--- src/rtl/serial_adder_pkg.sv ---
// Shared definitions for the serial full-adder FSM and its downstream collector.
// Contents:
//   DEFAULT_WIDTH - default operand width (serial bits per frame)
//   state_t       - collector/adder state encoding (IDLE, COLLECT, HOLD)
package serial_adder_pkg;

    localparam int unsigned DEFAULT_WIDTH = 8;

    localparam logic [1:0] ST_IDLE_ENC    = 2'd0;
    localparam logic [1:0] ST_COLLECT_ENC = 2'd1;
    localparam logic [1:0] ST_HOLD_ENC    = 2'd2;

    typedef enum logic [1:0] {
        IDLE    = ST_IDLE_ENC,
        COLLECT = ST_COLLECT_ENC,
        HOLD    = ST_HOLD_ENC
    } state_t;

endpackage

--- src/rtl/serial_sum_collector.sv ---
// serial_sum_collector: assembles the LSB-first serial sum stream of the serial
// adder into a parallel WIDTH+1-bit result ({final carry, sum}) and offers it
// to the parallel consumer with a valid/ready handshake.
//
// Ports:
//   clk          - system clock, rising edge
//   rst          - asynchronous active-low reset
//   start        - frame-start pulse (same pulse that launches the adder)
//   bit_valid    - sum_bit/carry_bit are valid this cycle
//   sum_bit      - serial sum bit, LSB first
//   carry_bit    - adder carry after the current bit
//   result       - {final carry, sum[WIDTH-1:0]}, stable while result_valid
//   result_valid - result available
//   result_ready - consumer accepts result
//   busy         - high while collecting a frame
//   overrun      - sticky error: start or bit arrived while result was pending
//
// Optional feature (macro SERIAL_SUM_CHECK_EN):
//   exp_a, exp_b - expected operands, captured on an accepted start
//   check_err    - registered with result_valid; 1 when result != exp_a+exp_b
module serial_sum_collector
    import serial_adder_pkg::*;
#(
    parameter int unsigned WIDTH = DEFAULT_WIDTH
) (
    input  logic             clk,
    input  logic             rst,
    input  logic             start,
    input  logic             bit_valid,
    input  logic             sum_bit,
    input  logic             carry_bit,
    output logic [WIDTH:0]   result,
    output logic             result_valid,
    input  logic             result_ready,
`ifdef SERIAL_SUM_CHECK_EN
    input  logic [WIDTH-1:0] exp_a,
    input  logic [WIDTH-1:0] exp_b,
    output logic             check_err,
`endif
    output logic             busy,
    output logic             overrun
);

    localparam int unsigned CNT_W = (WIDTH > 1) ? $clog2(WIDTH) : 1;
    localparam int unsigned RES_W = WIDTH + 1;

    state_t           state;
    logic [CNT_W-1:0] cnt;
    logic [WIDTH-1:0] shreg;

    logic [RES_W-1:0] frame_c;
    logic             last_bit_c;
    logic             start_acc_c;
    logic             done_c;
    logic             accept_c;

    // Final word: the last strobe supplies both the top sum bit and the carry.
    assign frame_c     = {carry_bit, sum_bit, shreg[WIDTH-1:1]};
    assign last_bit_c  = (cnt == CNT_W'(WIDTH - 1));
    assign start_acc_c = start && ((state == IDLE) || (state == COLLECT) ||
                                   ((state == HOLD) && result_ready));
    assign done_c      = (state == COLLECT) && bit_valid && !start && last_bit_c;
    assign accept_c    = (state == HOLD) && result_ready;

    // Main FSM with counter, shift register and registered outputs.
    always_ff @(posedge clk or negedge rst) begin
        if (!rst) begin
            state        <= IDLE;
            cnt          <= '0;
            shreg        <= '0;
            result       <= '0;
            result_valid <= 1'b0;
            busy         <= 1'b0;
            overrun      <= 1'b0;
        end else begin
            case (state)
                IDLE: begin
                    if (start) begin
                        state <= COLLECT;
                        cnt   <= '0;
                        shreg <= '0;
                        busy  <= 1'b1;
                    end
                end
                COLLECT: begin
                    // A start restarts the frame and drops any same-cycle bit.
                    if (start) begin
                        cnt   <= '0;
                        shreg <= '0;
                    end else if (bit_valid) begin
                        if (last_bit_c) begin
                            result       <= frame_c;
                            result_valid <= 1'b1;
                            busy         <= 1'b0;
                            state        <= HOLD;
                        end else begin
                            shreg <= {sum_bit, shreg[WIDTH-1:1]};
                            cnt   <= cnt + CNT_W'(1);
                        end
                    end
                end
                HOLD: begin
                    if (bit_valid || (start && !result_ready)) begin
                        overrun <= 1'b1;
                    end
                    if (result_ready) begin
                        result_valid <= 1'b0;
                        if (start) begin
                            state <= COLLECT;
                            cnt   <= '0;
                            shreg <= '0;
                            busy  <= 1'b1;
                        end else begin
                            state <= IDLE;
                        end
                    end
                end
                default: begin
                    state        <= IDLE;
                    result_valid <= 1'b0;
                    busy         <= 1'b0;
                end
            endcase
        end
    end

`ifdef SERIAL_SUM_CHECK_EN
    logic [RES_W-1:0] exp_sum;

    // Expected sum is latched per frame and compared as the result is registered.
    always_ff @(posedge clk or negedge rst) begin
        if (!rst) begin
            exp_sum   <= '0;
            check_err <= 1'b0;
        end else begin
            if (start_acc_c) begin
                exp_sum <= RES_W'(exp_a) + RES_W'(exp_b);
            end
            if (done_c) begin
                check_err <= (frame_c != exp_sum);
            end else if (accept_c) begin
                check_err <= 1'b0;
            end
        end
    end
`else
    logic unused_c;
    assign unused_c = start_acc_c ^ done_c ^ accept_c;
`endif

endmodule
--- config.mk ---
export PLATFORM = sky130hd
export DESIGN_NAME = serial_sum_collector
export DESIGN_NICKNAME = d
export VERILOG_FILES = /design/src/rtl/serial_adder_pkg.sv /design/src/rtl/serial_sum_collector.sv
export SDC_FILE = /design/constraint.sdc
export NUM_CORES = 1
export LEC_CHECK = 0
export CORE_AREA = 2 2 47 49
export CTS_BUF_LIST = sky130_fd_sc_hd__clkbuf_4
export DETAILED_ROUTE_END_ITERATION = 8
export DIE_AREA = 0 0 49 51
export PLACE_DENSITY = 0.81
export SYNTH_ARGS = -nofsm -noshare
export SYNTH_HDL_FRONTEND = slang
export SYNTH_SLANG_ARGS = --single-unit
--- constraint.sdc ---
create_clock -name clk -period 3.6 [get_ports clk]
set_input_delay 0.9 -clock clk [delete_from_list [all_inputs] [get_ports clk]]
set_output_delay 0.9 -clock clk [all_outputs]
set_load 0.01 [all_outputs]
Word-level counts from Yosys, hierarchy flattened
Cells that the tools add are included.
- add/subtract/negate cells: 1
- equal/unequal tests: 10
- muxes and demuxes: 30
- bitwise gates (word level): 2
- reduce and logical (&&, ||, !) cells: 11
- operators by type and width (operator ; number):
    2-to-1 mux 8 bit ; 5
    case mux 8 bit (3 select lines) ; 1
    2-to-1 mux 3 bit ; 5
    AND reduction 4 bit ; 3
    2-to-1 mux 1 bit ; 10
    2-to-1 mux 2 bit ; 5
    != test 2 bit (second input constant) ; 5
    AND reduction 5 bit ; 2
    case mux 3 bit (3 select lines) ; 1
    != test 3 bit (second input constant) ; 2
    case mux 1 bit (3 select lines) ; 2
    case mux 2 bit (3 select lines) ; 1
    adder 3 x 1 -> 3 bit (second input constant) ; 1
    == test 3 bit (second input constant) ; 1
    nonzero test 3 bit ; 1
    == test 2 x 1 -> 1 bit (second input constant) ; 1
    == test 2 bit (second input constant) ; 1
    zero test 2 bit ; 1
    inverter 1 bit ; 2
    AND reduction 2 bit ; 1
    logical AND 1 bit ; 1
    zero test 1 bit ; 1
    logical OR 1 bit ; 1
- register bits after elaboration: 25
- output and inout port bits: 12

Depth between registers and ports, before layout
- depth after elaboration: 5
- depth in mapped cells: 6
- depth with buffers taken out: 5

Least setup slack after synthesis
Ideal clock, no wire load.
- kind: input to register
- from: input port start
- to: register result[7]
- library setup time: 0.125 ns
- arrival time: 1.805 ns
- slack: 1.670 ns
- stages on the path: 5
- path buffers: 2
- cell sequence: buf_6 -> nand3b_4 -> nor3b_2 -> buf_6 -> mux2_2
- longest elaborated chain between the ends: 2
- RTL lines (what ; RTL line ; RTL):
    start, declared ; serial_sum_collector.sv:28 ; input logic start,
    inverter 1 bit (no line) ; - ;
    AND reduction 4 bit (no line) ; - ;
    end signal, assigned ; serial_sum_collector.sv:92 ; result <= frame_c;
    end, declared ; serial_sum_collector.sv:32 ; output logic [WIDTH:0] result,
Every way passes these cells.
A chain may end at the register's enable or synchronous reset.

Worst setup path after layout
- from: input port start
- to: register result[3]
The elaborated chain is that of the path after synthesis.

==> implementation parameters <==
Parameter                              Value

STA
  Worst-margin pin slew    343.0 ps
  Final max-slew violation count    0
  Slew margin rel.    77.06%
  # setup viols final    0
  Final sum of negative setup slack    0 ps
  Minimum clock period    2218 ps
  Ratio of final minimum period to clock period    61.61%
  Maximum clock rate    0.4509 GHz
  Worst setup slack after layout    1382 ps
  Clock skew    5.732 ps
  Final Hold Viols    0
  Unrepaired setup endpoints after global routing    false

Layout
  Layout Nets    107
  Area growth from synthesis to layout    22.55%
  Fraction of final layout cells sized beyond drive strength 1    19.59%
  Count of inserted antenna diode cells    0

Clock network
  Post CTS Setup Buffer Count    0
  Post-cts gate resize count    0
  Buffers from clock root to sink, at most    2
  CTS clock-pin slew for the worst setup and hold paths    130 ps
  Num CTS Buffers    3
  # H-tree levels    1
  Skew-Pair Late Insertion Delay    310 ps
  Number of clock sinks    24
  CTS tree    built
  Post-CTS Hold Buffers    0
  Clock root buffer    clkbuf_4

Yosys
  Most common library cells after synthesis    dfrtp_1 (24), a22o_1 (9), mux2_2 (9)
  Fraction of synthesis flops using an asynchronous set or reset pin    100.0%
  Area share of the largest cell type after synthesis    56.67%
  Ys Warns    0
  Distinct cells, synth    23
  Sequential element share of the synthesized area    56.67%
  Cell Area, Synth    1060 um^2
  Post-synthesis sequential element count    24
  Top post-synthesis cells by area    dfrtp_1 (57%), mux2_2 (9.6%), a22o_1 (7.4%)
  Post-synthesis average cell area    13.59 um^2
  Number of nets in the synthesized netlist    87
  Synth area leader    dfrtp_1
  EDFF count, synth    0
  Cells after synthesis    78
  Most frequently used flop master after synthesis    dfrtp_1
  Cell with the most instances after synthesis    dfrtp_1

Global route
  Maximum number of pins on one net before global-route repair    25
  Overall track demand over capacity in global routing    16.93%
  Final global-route overflow total    0
  Initial antenna violation count    0
  Busiest layer in global routing    met2
  Met3 track demand over resource    4.386%
  Met1 Track Usage GR    22.29%
  Number of global-route vias before repair    676
  GR Layer Usage met2    25.34%
  Wire length of the first global-routing pass    3.139 mm

Setup path
  Worst setup EP type    flip-flop
  Worst endpoint required time    3810 ps
  Kind of start point of the critical path    input port
  Crit path max fanout    10
  Data arrival time at the worst-slack endpoint    2420 ps
  Critical path type    input port to flip-flop

Floorplanning
  Starting Density    51.36%
  Core area    2063 um^2
  DIE HEIGHT    51 um
  FP Rows    17
  Die X    49 um
  # IOs    19
  Area enclosed by the die boundary    2499 um^2

Power and ir drop
  Comb pwr share    11.5%
  Leakage Power    0.0006147 uW
  Sw Share    21.40%
  Total internal power    432.1 uW
  Clock power share    34.8%
  Total power divided by cell area    423.3 nW/um^2
  Reported net switching power    117.6 uW
  Seq pwr share    53.7%
  Worst ir drop on vdd    0.3530 mV

Routing
  Detailed-route DRC error count    0
  Vias/cell    5.488
  Overall via count from detail_route    686
  Detailed Route WL    1.731 mm
  First drt pass iteration count    4
  Detailed Route Iter0 Violations    8
  Wire length per cell after detailed routing    13.85 um
  Post-route antenna net violation count    0

Placed design
  Weighted congestion at the end of routability-driven global placement    0.8628
  Half-perimeter wire length after detailed placement    1.196 mm
  Setup WS pre-CTS    1053 ps
  Number of port buffers    18

Run status
  Run status    complete, no violations

Run
  Max-cap violations    0

Hold path
  Type of the most critical hold path    flip-flop to flip-flop
-- worst paths after layout --
path / cells after the start / endpoint / slack, ps / startpoint
setup / recovery: 5 / result[3] / 1380 / start
hold / removal: 1 / overrun / 490 / overrun
setup reg to reg: 6 / result[3] / 1840 / cnt[0]
hold reg to reg: 1 / overrun / 490 / overrun
max in group asynchronous: 2 / shreg[3] / 2440 / rst
min in group asynchronous: 2 / result_valid / 920 / rst
-- cell usage in the layout, fill, tap and decap left out, types with 3 or more instances in the layout --
master / instances
dfrtp_1: 24
clkdlybuf4s50_1: 18
mux2_2: 9
a22o_1: 9
a21oi_1: 4
inv_1: 3
clkbuf_4: 3
-- power groups by stage --
| stage | clock [uW] | sequential (uW) | combinational (uW) |
|---|---|---|---|
| final | 191 | 295 | 63.3 |
| after floorplan | 0 | 300 | 36.3 |
| after global routing | 211 | 298 | 72.4 |
| after CTS | 198 | 295 | 64.5 |
| after global placement | 0 | 299 | 62.2 |
| after detailed placement | 0 | 301 | 63.6 |
-- final cells by class --
type	instances	area (um^2)
multi-input combinational	46	404.1
fill	180	764.5
tap	28	35.03
sequential	24	600.6
inverter	3	11.26
clock buffer	3	22.52
clock inverter	1	30.03
timing repair buffer	20	195.2
-- layer usage --
| layer | vias up | part of all wire [%] |
|---|---|---|
| met3 | 2 | 3.9 |
| met4 | 0 | 1.4 |
| met1 | 344 | 46 |
| met5 | - | 0 |
| li1 | 322 | - |
| met2 | 18 | 49 |
-- sequential cells by signal, summed over array words and instances, names as in the netlist --
| register | count |
|---|---|
| cnt | 3 |
| state | 2 |
| result | 9 |
| shreg | 7 |
| overrun | 1 |
| busy | 1 |
| result_valid | 1 |
-- logic make-up after synthesis --
group,count (synthesis),share of synthesized area [%]
AO/OA/AOI/OAI,21,14.40
multiplexers,9,9.563
flip-flops,24,56.67
buffers and inverters,8,5.195
adder cells (fa/ha/maj),2,2.361
AND/OR/NAND/NOR,14,11.81
-- worst max-delay path, cell delays in order --
cell and delay (ps):
clkdlybuf4s50_1 580, nand3b_4 240, nor3b_2 150, buf_4 200, mux2_2 350
-- per-stage QoR --
| stage | instances | power (uW) | instance area, um^2 | hold slack (ps) | utilization, % |
|---|---|---|---|---|---|
| 2_1_floorplan | 78 | 336.4 | 1060 | 460.3 | - |
| 3_3_place_gp | 121 | 361.5 | 1246 | 460.9 | 60.40 |
| 3_5_place_dp | 121 | 364.7 | 1246 | 482.5 | 60.40 |
| 4_1_cts | 125 | 557.4 | 1299 | 499.4 | 62.95 |
| 5_1_grt | 125 | 580.9 | 1299 | 514.8 | 62.95 |
| 6_report | 125 | 549.7 | 1299 | 494.2 | 62.95 |
Note: power is estimated with default switching activity, not from simulation.
